`config.mk`:
```
export PLATFORM = sky130hd
export DESIGN_NAME = uart_rx_buf_ctrl
export DESIGN_NICKNAME = d
export VERILOG_FILES = /design/src/rtl/uart_rx_buf_ctrl.sv
export SDC_FILE = /design/constraint.sdc
export NUM_CORES = 1
export LEC_CHECK = 0
export ABC_CLOCK_PERIOD_IN_PS = 2490
export CAP_MARGIN = 10
export CORE_AREA = 2 2 98 137
export DETAILED_ROUTE_END_ITERATION = 8
export DIE_AREA = 0 0 100 139
export PLACE_DENSITY = 0.73
export SLEW_MARGIN = 40
export SYNTH_ARGS = -nofsm -noshare
export SYNTH_HDL_FRONTEND = slang
export SYNTH_SLANG_ARGS = --single-unit
```
`constraint.sdc`:
```
create_clock -name clk -period 2.49 [get_ports clk]
set_input_delay 0.6225 -clock clk [delete_from_list [all_inputs] [get_ports clk]]
set_output_delay 0.6225 -clock clk [all_outputs]
set_load 0.03 [all_outputs]
```
`src/rtl/uart_rx_buf_ctrl.sv`:
```
// Receive-side FWFT byte FIFO for the APB UART with overrun tracking,
// character-timeout detection and a registered combined interrupt.
module uart_rx_buf_ctrl #(
  parameter int unsigned DEPTH    = 16,
  parameter int unsigned AW       = 4,
  parameter int unsigned TO_TICKS = 640
) (
  input  logic          clk,
  input  logic          rst_n,
  input  logic          s_tick,
  input  logic [7:0]    rx_data,
  input  logic          rx_done_tick,
  input  logic          rd_en,
  input  logic          flush,
  input  logic          clr_ovr,
  input  logic [1:0]    thr_sel,
  input  logic [2:0]    ien,
  output logic [7:0]    rd_data,
  output logic [AW:0]   level,
  output logic          empty,
  output logic          full,
  output logic          overrun,
  output logic          to_flag,
  output logic          irq
);

  localparam logic [1:0] TO_IDLE  = 2'd0;
  localparam logic [1:0] TO_COUNT = 2'd1;
  localparam logic [1:0] TO_FIRED = 2'd2;

  logic [7:0]    mem [DEPTH];
  logic [AW-1:0] wptr, rptr;
  logic [AW:0]   level_nxt;
  logic [AW:0]   thr;
  logic [1:0]    to_state;
  logic [9:0]    to_cnt;
  logic          push_ok, pop_ok, drop, thr_hit;

  assign empty   = (level == '0);
  assign full    = (level == (AW+1)'(DEPTH));
  assign pop_ok  = rd_en & ~empty;
  // A full FIFO still accepts a byte when a pop frees a slot in the same cycle.
  assign push_ok = rx_done_tick & (~full | rd_en);
  assign drop    = rx_done_tick & full & ~rd_en & ~flush;
  assign rd_data = empty ? 8'h00 : mem[rptr];
  assign to_flag = (to_state == TO_FIRED);

  always_comb begin
    thr = (AW+1)'(1);
    case (thr_sel)
      2'd0: thr = (AW+1)'(1);
      2'd1: thr = (AW+1)'(4);
      2'd2: thr = (AW+1)'(8);
      2'd3: thr = (AW+1)'(14);
      default: thr = (AW+1)'(1);
    endcase
  end

  assign thr_hit = (level >= thr);

  always_comb begin
    level_nxt = level;
    if (flush)
      level_nxt = '0;
    else if (push_ok && !pop_ok)
      level_nxt = level + (AW+1)'(1);
    else if (pop_ok && !push_ok)
      level_nxt = level - (AW+1)'(1);
  end

  always_ff @(posedge clk) begin
    if (push_ok && !flush)
      mem[wptr] <= rx_data;
  end

  always_ff @(posedge clk or negedge rst_n) begin
    if (!rst_n) begin
      wptr    <= '0;
      rptr    <= '0;
      level   <= '0;
      overrun <= 1'b0;
      irq     <= 1'b0;
    end else begin
      if (flush) begin
        wptr <= '0;
        rptr <= '0;
      end else begin
        if (push_ok) wptr <= wptr + AW'(1);
        if (pop_ok)  rptr <= rptr + AW'(1);
      end
      level <= level_nxt;
      if (drop)
        overrun <= 1'b1;
      else if (clr_ovr)
        overrun <= 1'b0;
      irq <= (ien[0] & thr_hit) | (ien[1] & to_flag) | (ien[2] & overrun);
    end
  end

  // Idle tracking keys off the post-edge occupancy so a draining pop lands in TO_IDLE directly.
  always_ff @(posedge clk or negedge rst_n) begin
    if (!rst_n) begin
      to_state <= TO_IDLE;
      to_cnt   <= '0;
    end else if (flush || level_nxt == '0) begin
      to_state <= TO_IDLE;
      to_cnt   <= '0;
    end else begin
      case (to_state)
        TO_IDLE: begin
          to_state <= TO_COUNT;
          to_cnt   <= '0;
        end
        TO_COUNT: begin
          if (push_ok || pop_ok)
            to_cnt <= '0;
          else if (s_tick) begin
            if (to_cnt == 10'(TO_TICKS - 1)) begin
              to_state <= TO_FIRED;
              to_cnt   <= '0;
            end else begin
              to_cnt <= to_cnt + 10'd1;
            end
          end
        end
        TO_FIRED: begin
          if (push_ok || pop_ok) begin
            to_state <= TO_COUNT;
            to_cnt   <= '0;
          end
        end
        default: begin
          to_state <= TO_IDLE;
          to_cnt   <= '0;
        end
      endcase
    end
  end

endmodule

```
======== Word level (Yosys, flattened, before mapping) ========
Memories as Yosys holds them, arrays and structs flattened.
Cells that the tools add are included.
word-level totals
  output and inout bits ................... 18
  bits in latches ......................... 0
  bits in writable memories ............... 128
  logic and storage cells ................. 83
  memory bits (read-only) ................. 0
  memories ................................ 1
  register bits after elaboration ......... 27
memories
  name  words  width  rd ports  clocked after Yosys merged registers in  wr ports  RTL line  text
  mem   16     8      1         0                                        1         31        logic [7:0] mem [DEPTH];
operators by class
  div/mod/pow operators ................... 0
  order comparisons ....................... 1
  shift operators ......................... 0
  reduce and logical (&&, ||, !) cells .... 17
  multiply operators ...................... 0
  equality and inequality tests ........... 12
  multiplexer cells ....................... 25
  add/sub/neg operators ................... 5
  bitwise logic cells ..................... 15
operators with widths
  cell                     number
  $mux W10                 5
  $pmux W10 S2             1
  $pmux W5 S4              1
  $mux W4                  4
  $mux W5                  3
  $add A10 B1 Y10 const B  1
  $eq A10 B10 Y1 const B   1
  $logic_not A5 Y1         2
  $mux W2                  5
  $ne A3 B3 Y1 const B     3
  $add A4 B1 Y4 const B    2
  $and A1 B1 Y1            8
  $mux W8                  1
  $eq A2 B2 Y1 const B     3
  $pmux W2 S3              1
  $reduce_bool A2 Y1       3
  $add A5 B1 Y5 const B    1
  $eq A5 B5 Y1 const B     1
  $ge A5 B5 Y1             1
  $sub A5 B1 Y5 const B    1
  $eq A2 B1 Y1 const B     2
  $logic_not A2 Y1         2
  $mux W1                  4
  $ne A4 B4 Y1 const B     1
  8 further kinds          18

======== Logic depth before layout (Yosys ltp) ========
Gate-level depths: netlist of run 1.
  word-level depth ........................ 13
  mapped depth ............................ 10

======== Least setup slack after synthesis of run 1 ========
No wires, ideal clock.
  path kind ............................... reg2out
  start ................................... register rptr[0]
  end ..................................... output port rd_data[0]
  cell stages (with the launch flop) ...... 6
  data arrival time ....................... 2174 ps
  required time ........................... 1867 ps
  slack ................................... -306 ps
  path buffers ............................ 2
  cells stage by stage .................... dfrtp_1 clkbuf_1 buf_2 mux4_2 mux4_2 nor2b_1
on the way
  longest elaborated chain between the ends .. 2
RTL lines
  item                    RTL line  text
  from (decl)             32        logic [AW-1:0] wptr, rptr;
  from (signal assigned)  89        if (pop_ok) rptr <= rptr + AW'(1);
  $mem_v2 Z16 W8          --
  $mux W8                 45        assign rd_data = empty ? 8'h00 : mem[rptr];
  to (decl)               18        output logic [7:0] rd_data,
No other way between the ends.

======== Worst setup path after layout of run 1 ========
Ends and elaborated chain as after synthesis.

==> results of run 1 <==
-- layer usage --
metal	vias to the layer above	global-route usage	wire, um
met5	-	0	0
met4	0	0.0944	352
met3	26	0.0504	783
met2	149	0.393	8080
met1	2025	0.262	5200
li1	1806	-	-
-- registers in the layout, summed over array words and instances, names as in the netlist --
signal,cells
to_state,2
overrun,1
wptr,4
rptr,4
mem,128
level,5
irq,1
to_cnt,10
-- worst register-to-register path, stage by stage (launching register included) --
cell	delay, ps
dfrtp_2	420
inv_4	70
ha_4	150
or3b_4	410
buf_6	150
mux2i_2	180
a22oi_2	90
a311o_1	350
o41ai_4	390
buf_6	200
nor3_2	50
-- power by group --
group	internal (mW)	switching, mW
Clock	1.31	1.08
Combinational	1.25	1.22
Sequential	2.88	0.0637
-- cells in the final DEF (no fill, tap or decap), types with 7 or more instances in the layout --
| master | count |
|---|---|
| clkdlybuf4s50_1 | 27 |
| nand3_1 | 9 |
| buf_4 | 54 |
| clkbuf_16 | 17 |
| buf_12 | 8 |
| buf_6 | 14 |
| a21oi_2 | 7 |
| nor2b_1 | 8 |
| nor2_1 | 32 |
| inv_1 | 9 |
| mux4_2 | 40 |
| a31oi_1 | 8 |
| nand2_1 | 18 |
| ha_1 | 11 |
| dfrtp_1 | 24 |
| edfxtp_1 | 128 |
-- cell type report --
cell class | count | share of cell area
repair buffers | 106 | 0.120
multi-input cells | 220 | 0.258
well taps | 153 | 0.0224
clock buffers | 17 | 0.0497
clock inverters | 15 | 0.0155
flip-flops and latches | 155 | 0.529
inverters | 11 | 0.00512
-- metrics by stage --
stage / instances / total power, mW
after global placement: 634 / 5.03
after CTS: 673 / 7.74
after floorplan: 407 / 4.34
after global routing: 677 / 8.13
final: 677 / 7.81
after detailed placement: 634 / 5.09
-- cells by family (layout without fill, tap and decap cells) --
logic type	Yosys count	count (layout)	synth area share
adder cells (fa/ha/maj)	12	12	0.0224
flip-flops	155	155	0.675
multiplexers	45	45	0.143
AO/OA/AOI/OAI	42	42	0.0452
AND/OR/NAND/NOR	115	115	0.0869
XOR/XNOR	6	6	0.00785
buffers and inverters	32	149	0.0202
-- worst max path at each step --
stage / depth (start not counted) / to / from
after global routing: 6 / rd_data[3] / rptr[0]
after detailed placement: 5 / rd_data[3] / rptr[0]
after global placement: 5 / rd_data[3] / rptr[0]
final: 5 / rd_data[0] / rptr[0]
after floorplan: 5 / rd_data[0] / rptr[0]
after CTS: 6 / rd_data[6] / rptr[0]
-- repair_timing --
item / 4_1_cts / 5_1_grt
endpoints found under the setup margin: 20 / 27
cloned: 2 / 0
setup buffers: 6 / 5
pin swaps: 6 / 7
gates resized for setup: 75 / 20
==> impl_results.md, run 1 <==
* Gpl congestion at ~0.93
* Cell type with the highest aggregate area in the netlist: edfxtp_1
* Tot GR Track Use at 0.224
* Buffers on Ports at 37
* ANT cells at 0
* Worst hold slack at 570 ps
* Row cnt at between 40 and 50
* Top post-synthesis cells by area: edfxtp_1 (57%), mux4_2 (13%), dfrtp_1 (10%)
* Syn avg cell area at ~16 um^2
* Count of pins over their slew limit at 0
* Power Density at just over 900 nW/um^2
* Final number of setup-violating endpoints at 19
* CP Capture Type: output port
* Vias at 4006
* Mapped cell area at about 6700 um^2
* Worst setup SP type: flip-flop
* Area Growth Syn to Fin at 27.8%
* Fin util at 0.671
* HPWL Detailed at between 9 and 10 mm
* Syn. warnings at 0
* Largest net degree at the start of global routing at 33
* Main flop type after synthesis: edfxtp_1
* Largest stage delay, worst path at 520 ps
* Core area at approximately 13000 um^2
* H-tree depth at 4
* Average routed wire per standard cell at approximately 21 um
* F_max at between 300 and 400 MHz
* GR Overflow Total at 0
* Req. time, crit path at around 1900 ps
* Fillers at 868
* CTS Buf Count at 17
* Leakage Power at around 3.0 nW
* CP max-delay cell: mux4_2
* FFs w/ async S/R, synth at 0.174
* Number of enable flip-flop cells after synthesis at about 130
* Period Utilization, post-route at 1.22
* Hold Vio Cnt, Final at 0
* Clock Tree Root: clkbuf_16
* Initial DRC count at 249
* Seq. cell area at between 4000 and 5000 um^2
* Proportion of layout cells with a drive suffix above 1 at 0.378
* Die width at roughly 100 um
* Clk_lat worst skew at roughly 420 ps
* Final worst slack at -546 ps
* CP top delay family: multiplexers
* Die height at between 100 and 150 um
* Status: finished, violations left
* Worst-Margin Slew at 556 ps
* Relative max-transition margin at 0.628
* Worst VDD drop at around 0.00057 V
* #FFs+latches synth at around 160
* Post-Synthesis Cells at ~410
* Setup slack, reg-to-reg at -80 ps
* Die area at between 10000 and 15000 um^2
* Most numerous cell in the Yosys netlist: edfxtp_1
* CP max FO at 8
* First-pass GRT wire length at 22.5 mm
* CP Cell Sequence: buf_8, mux4_2, mux4_2, nor2b_1, buf_4
* DP Worst Slack at -586 ps
* Most Frequent Cell on Critical Path: mux4_2
* Tightest Hold Check Type: in -> async
* I/O pins at 38
* CP Buf/Inv Count at 2
* Drt first pass iters at 5
* Vias in the first global route at between 4000 and 5000
* Reg2Reg Depth at 10
* Nets at between 500 and 600
* Yosys cell types at 49
* Setup TNS at -4640 ps
* Post-DP Area at 7760 um^2
* Area of the multi-input gates at about 2200 um^2
* Worst Skew at around 15 ps
* Post-route ant nets at 0
* RSZ-0062 raised after global routing: true
* CTS tree: yes
* Failing checks: setup timing
* Commonest cells post-synth: edfxtp_1 (128), mux4_2 (40), nor2_1 (35)
* Final wirelength at approximately 14 mm
* Initial antenna violation count at 0
* CTS Hold Bufs at 0
* Sink Count at approximately 160
* RR Startpoint: level[0]
* Starting density of the core at 0.525
* Clk buf depth at 2
* Kind of critical path: reg -> out
* Worst EP arrival at ~2400 ps
* Vias per inst at 5.92
* Synth top area share at 0.574
* Reg clk slew, reported paths at ~70 ps
* Tmin final at 3040 ps
* Synth Net Count at ~440
* DRC viols at 0
* Maximum capacitance violations at 0
* Sequential area share after synthesis at 0.675
* Design area at approximately 8600 um^2
* Reg2Reg Capture Point: to_cnt[2]
Power figures use the tool's default switching activity.
==> run 2: changes to the inputs <==
--- a/config.mk
+++ b/config.mk
@@ -10,6 +10,7 @@
 export CORE_AREA = 2 2 98 137
 export DETAILED_ROUTE_END_ITERATION = 8
 export DIE_AREA = 0 0 100 139
+export MAX_ROUTING_LAYER = met4
 export PLACE_DENSITY = 0.73
 export SLEW_MARGIN = 40
 export SYNTH_ARGS = -nofsm -noshare
==> run 2 against run 1 <==
Against the previous run: the flow still finishes with violations (setup timing); sequential power about the same; die area unchanged; first-iteration DRC count rose by 9.2%; worst hold slack got worse by 17 ps; routed wire length is 6.9% higher; cell area grew 2.6%; count of clock-buffer cells in the layout rose by 1; non-clock buffer count is 6 higher; via count grew 1.5%; fmax decreased by 1.1%; sequential share of layout area down 1.3 points.
==> impl_results.md, run 2 (synthesized netlist as in run 1, its figures left out) <==
* Leakage Power at 3.13 nW (+3.8%)
* Relative max-transition margin at 0.649 (+0.0208)
* Maximum capacitance violations at 0 (unchanged)
* Top flop regs: mem x128, to_cnt x10, level x5
* Design area at 8780 um^2 (+2.6%)
* Biggest register: mem
* Most common cell after layout, fill and taps aside: edfxtp_1
* Clk_lat worst skew at 430 ps (about the same)
* Period Utilization, post-route at 1.23 (+0.0141)
* HPWL Detailed at 9.58 mm (+0.76%)
* Vias in the first global route at 4254 (+1.7%)
* Worst VDD drop at 0.000594 V (+3.5%)
* Vias at 4067 (+1.5%)
* CTS tree: yes
* Kind of critical path: reg -> out
* Clock Tree Root: clkbuf_16
* Initial antenna violation count at 0 (unchanged)
* Setup slack, reg-to-reg at -60 ps (+20 ps)
* RSZ-0062 raised after global routing: true
* Sink Count at 155 (unchanged)
* CP Capture Type: output port
* DRC viols at 0 (unchanged)
* Worst Min Path Start: overrun
* Failing checks: setup timing
* Reg2Reg Depth at 9 (-1)
* CP max FO at 6 (-2)
* Status: finished, violations left
* Final worst slack at -582 ps (-35.2 ps)
* Worst EP arrival at 2450 ps (+40 ps)
* Worst hold stages at 2
* Tmin final at 3070 ps (+35.2 ps)
* H-tree depth at 4 (unchanged)
* Final number of setup-violating endpoints at 19 (unchanged)
* Core area at 12800 um^2 (unchanged)
* Nets at 549 (+1.1%)
* Initial DRC count at 272 (+9.2%)
* I/O pins at 38 (unchanged)
* Setup TNS at -4360 ps (+272 ps)
* Area Growth Syn to Fin at 31.1%
* Met1 Wirelength at 5.67 mm (+9.0%)
* Hold Vio Cnt, Final at 0 (unchanged)
* Row cnt at 49 (unchanged)
* CP Cell Sequence: buf_12, buf_12, mux4_2, mux4_2, nor2b_4, buf_6
* Count of pins over their slew limit at 0 (unchanged)
* ANT cells at 0 (unchanged)
* First-pass GRT wire length at 23.8 mm (+5.8%)
* Worst-Margin Slew at 525 ps (-31.1 ps)
* Post-DP Area at 7750 um^2 (-0.16%)
* RR Startpoint: level[0]
* Power Density at 976 nW/um^2 (+7.0%)
* CP Buf/Inv Count at 3 (+1)
* Worst Skew at 8.76 ps (-5.75 ps)
* Proportion of layout cells with a drive suffix above 1 at 0.366 (-0.0118)
* CP max-delay cell: mux4_2
* Most frequent cells in the layout: edfxtp_1 (128), buf_4 (58), mux4_2 (40)
* Hold Crit Endpoint: overrun
* Highest metal used: met4
* Drt first pass iters at 5 (unchanged)
* F_max at 326 MHz (-1.1%)
* Fillers at 822 (-5.3%)
* Largest stage delay, worst path at 530 ps (about the same)
* Req. time, crit path at 1870 ps (about the same)
* Die area at 13900 um^2 (unchanged)
* Tot GR Track Use at 0.245 (+0.0215)
* CTS Buf Count at 17 (unchanged)
* GR Overflow Total at 0 (unchanged)
* CP top delay family: multiplexers
* Reg clk slew, reported paths at 60 ps (about the same)
* Final wirelength at 15.4 mm (+6.9%)
* Largest register FFs at 128 (unchanged)
* Starting density of the core at 0.525 (unchanged)
* CTS Hold Bufs at 0 (unchanged)
* Tightest Hold Check Type: reg -> reg
* Vias per inst at 5.95 (+0.63%)
* Largest net degree at the start of global routing at 28 (-15%)
* Reg2Reg Capture Point: to_cnt[7]
* Worst setup SP type: flip-flop
* Met2 wire len at 8.32 mm (+3.0%)
* Average routed wire per standard cell at 22.6 um (+5.9%)
* Die height at 139 um (unchanged)
* Clk buf depth at 2 (unchanged)
* Buffers on Ports at 37 (unchanged)
* Gpl congestion at 0.937 (+1.1%)
* Die width at 100 um (unchanged)
* Met3 wire len at 935 um (+19%)
* Post-route ant nets at 0 (unchanged)
[run 2: cell types whose count changed in the layout (fill, tap and decap cells not counted), moves of 3 or more]
cell       change
buf_12         +5
nor2b_2        -5
buf_6          -3
bufinv_16      +6
inv_6          -3
nor2b_4        +5
buf_4          +4
[run 2: timing repair]
item,4_1_cts,5_1_grt
pin swaps,0,9
hold endpoints to repair,0,0
buffers inserted,11,4
cloned,1,1
gates resized for setup,64,23
setup endpoints to repair,21,21
[run 2: per-stage QoR]
step / util / hold slack [ps] / instances / total power [mW] / setup slack, ps
5_1_grt: 0.688 / 582 / 683 / 8.90 / -629
3_3_place_gp: 0.608 / 540 / 636 / 5.06 / -500
3_5_place_dp: 0.608 / 539 / 636 / 5.11 / -526
2_1_floorplan: - / 327 / 407 / 4.34 / -9.56
6_report: 0.688 / 553 / 683 / 8.57 / -582
4_1_cts: 0.680 / 558 / 680 / 8.45 / -614
[run 2: worst max-delay path by stage]
stage	from	end	slack [ps]	cells past startpoint
floorplan	rptr[0]	rd_data[0]	-10	5
global placement	rptr[0]	rd_data[3]	-500	5
detailed placement	rptr[0]	rd_data[3]	-530	5
CTS	rptr[0]	rd_data[4]	-610	6
global route	rptr[0]	rd_data[4]	-630	6
finish	rptr[0]	rd_data[4]	-580	6
[run 2: layout make-up]
type                    instances  area [um^2]  share of cell area
repair buffers                112         1120               0.128
multi-input cells             220         2230               0.254
clock buffers                  18          429              0.0489
inverters                      11         43.8             0.00499
flip-flops and latches        155         4520               0.515
well taps                     153          191              0.0218
clock inverters                14          240              0.0274
[run 2: layer usage]
| layer | up-vias | global-route usage |
|---|---|---|
| li1 | 1828 | - |
| met2 | 148 | 0.398 |
| met5 | - | - |
| met4 | 0 | 0.0988 |
| met3 | 39 | 0.0585 |
| met1 | 2052 | 0.296 |
[run 2: report_power, final]
part | total [mW] | internal (mW) | switching, mW | leakage, nW
clock network | 2.91 | 1.89 | 1.03 | 0.318
logic | 2.71 | 1.41 | 1.30 | 1.30
registers | 2.95 | 2.88 | 0.0677 | 1.52
[run 2: worst min-delay path, stage by stage, from the launching register on]
cell and delay [ps]:
dfrtp_1 400, inv_1 60, o32ai_1 60
==> run 3: changes to the inputs <==
--- a/config.mk
+++ b/config.mk
@@ -7,9 +7,10 @@
 export LEC_CHECK = 0
 export ABC_CLOCK_PERIOD_IN_PS = 2490
 export CAP_MARGIN = 10
-export CORE_AREA = 2 2 98 137
+export CORE_AREA = 10 10 106 145
 export DETAILED_ROUTE_END_ITERATION = 8
-export DIE_AREA = 0 0 100 139
+export DIE_AREA = 0 0 116 155
+export GPL_TIMING_DRIVEN = 0
 export MAX_ROUTING_LAYER = met4
 export PLACE_DENSITY = 0.73
 export SLEW_MARGIN = 40
==> run 3 against run 2 <==
Against the previous run: sequential power about the same; clock skew increased by 4.7 ps; largest cell class unchanged; worst hold slack got worse by 340 ps; the run still ends with setup timing left; sequential share of layout area increased by 2.2 points; routed wire length decreased by 2.4%; cell count decreased by 5.0%; non-clock buffer count decreased by 34; count of clock-buffer cells in the layout decreased by 1; flip-flop and latch count unchanged; worst setup slack got worse by 25 ps; largest power group unchanged; core utilization decreased by 2.8 points.
==> impl_results.md, run 3 (synthesized netlist as in run 1, its figures left out) <==
* Cell Count, Final, Fillers Out at 649 (-5.0%)
* Area Growth Syn to Fin at 25.8%
* CP Cell Sequence: clkbuf_16, buf_12, mux4_2, mux4_2, nor2b_4, buf_6
* Leakage Power at 2.88 nW (-8.0%)
* Req. time, crit path at 1870 ps (about the same)
* DP Worst Slack at -935 ps (-409 ps)
* Maximum capacitance violations at 0 (unchanged)
* RR Startpoint: level[0]
* Average routed wire per standard cell at 23.2 um (+2.7%)
* Starting density of the core at 0.525 (unchanged)
* CP Launch Point: rptr[0]
* CP Depth at 6 (unchanged)
* Relative max-transition margin at 0.481 (-0.168)
* Vias at 3906 (-4.0%)
* CP Capture Type: output port
* Gpl congestion at 0.896 (-4.4%)
* CP max FO at 8 (+2)
* Die area at 18000 um^2 (+29%)
* First-pass GRT wire length at 23.8 mm (unchanged)
* Pwr Total at 7.93 mW (-7.5%)
* Most common cell after layout, fill and taps aside: edfxtp_1
* Most Frequent Cell on Critical Path: mux4_2
* Area of the multi-input gates at 2330 um^2 (+4.4%)
* Vias in the first global route at 4219 (-0.82%)
* CTS tree: yes
* GR Overflow Total at 0 (unchanged)
* Row cnt at 49 (unchanged)
* Die width at 116 um (+16%)
* CTS Buf Count at 17 (unchanged)
* Reg2Reg Capture Point: to_cnt[2]
* Setup slack, reg-to-reg at -120 ps (-60 ps)
* Initial DRC count at 237 (-13%)
* Tot GR Track Use at 0.183 (-0.0619)
* Worst-Margin Slew at 779 ps (+254 ps)
* Worst setup SP type: flip-flop
* Hold Vio Cnt, Final at 0 (unchanged)
* Clock Tree Root: clkbuf_16
* I/O pins at 38 (unchanged)
* Period Utilization, post-route at 1.24 (+0.0100)
* Largest register FFs at 128 (unchanged)
* Buffers on Ports at 35 (-5.4%)
* HPWL Detailed at 9.68 mm (+1.0%)
* F_max at 323 MHz (-0.81%)
* Setup TNS at -5590 ps (-1230 ps)
* CP top delay family: multiplexers
* Tightest Hold Check Type: in -> async
* Sink Count at 155 (unchanged)
* Crit path capture: rd_data[3]
* Worst VDD drop at 0.000682 V (+15%)
* Reg2Reg Depth at 10 (+1)
* Top flop regs: mem x128, to_cnt x10, level x5
* Count of pins over their slew limit at 0 (unchanged)
* Fillers at 852 (+3.6%)
* Placed Instances at 595 (-6.4%)
* H-tree depth at 4 (unchanged)
* Nets at 515 (-6.2%)
* Final number of setup-violating endpoints at 19 (unchanged)
* Biggest register: mem
* Vias per inst at 6.02 (+1.1%)
* Initial antenna violation count at 0 (unchanged)
* Die height at 155 um (+12%)
* Core area at 12800 um^2 (unchanged)
* Failing checks: setup timing
* Status: finished, violations left
* Seq. cell area at 4520 um^2 (about the same)
* Most frequent cells in the layout: edfxtp_1 (128), mux4_2 (40), clkdlybuf4s50_1 (23), dfrtp_1 (23), nor2_1 (21)
* Final wirelength at 15.0 mm (-2.4%)
* RSZ-0062 raised after global routing: true
* Fin util at 0.661 (-0.0280)
* ANT cells at 0 (unchanged)
* Drt first pass iters at 4 (-1)
* Tmin final at 3100 ps (+25.0 ps)
* CP Buf/Inv Count at 3 (unchanged)
* DRC viols at 0 (unchanged)
* Final worst slack at -606 ps (-25.0 ps)
* Worst Skew at 13.4 ps (+4.69 ps)
* CP max-delay cell: mux4_2
* Largest stage delay, worst path at 540 ps (about the same)
* Post-route ant nets at 0 (unchanged)
* Worst EP arrival at 2470 ps (+20 ps)
* Proportion of layout cells with a drive suffix above 1 at 0.355 (-0.0112)
* Power Density at 942 nW/um^2 (-3.6%)
* Clk buf depth at 2 (unchanged)
* Kind of critical path: reg -> out
* Largest net degree at the start of global routing at 28 (unchanged)
* Clk_lat worst skew at 420 ps (about the same)
* Reg clk slew, reported paths at 60 ps (about the same)
-- run 3: worst min-delay path by stage --
stage	cells past startpoint	from	slack [ps]	to
2_1_floorplan	0	rst_n	330	irq
3_3_place_gp	1	overrun	540	irq
3_5_place_dp	1	overrun	540	irq
4_1_cts	1	rst_n	220	to_cnt[1]
5_1_grt	1	rst_n	240	to_cnt[6]
6_report	1	rst_n	210	to_cnt[1]
-- run 3: report_power, final --
| part | switching [mW] | internal, mW | total [mW] |
|---|---|---|---|
| Clock | 1.05 | 1.39 | 2.44 |
| Combinational | 1.29 | 1.23 | 2.52 |
| Sequential | 0.0843 | 2.88 | 2.96 |
| Total | 2.43 | 5.50 | 7.93 |
-- run 3: per-stage QoR --
step	hold WS (ps)	cell area, um^2
after floorplan	327	6790
after global placement	541	7330
after detailed placement	542	7360
after CTS	223	8390
after global routing	242	8420
final	214	8420
-- run 3: layout make-up --
| cell class | count | share of cell area |
|---|---|---|
| plain buffers | 20 | 0.0214 |
| clock buffers | 17 | 0.0505 |
| clock inverters | 15 | 0.0163 |
| inverters | 11 | 0.00520 |
| multi-input cells | 220 | 0.276 |
| flip-flops and latches | 155 | 0.537 |
| well taps | 153 | 0.0227 |
| repair buffers | 58 | 0.0706 |
-- run 3: metal layers --
| layer | track usage | wire length (um) |
|---|---|---|
| met1 | 0.204 | 5660 |
| met5 | - | 0 |
| met3 | 0.0389 | 801 |
| met2 | 0.306 | 8210 |
| met4 | 0.0879 | 371 |
-- run 3: timing repair --
item / CTS / global route
pin swaps: 13 / 3
resized for setup: 113 / 16
endpoints found under the setup margin: 149 / 126
setup buffers: 18 / 1
cloned: 5 / 0
hold buffers: 0 / 0
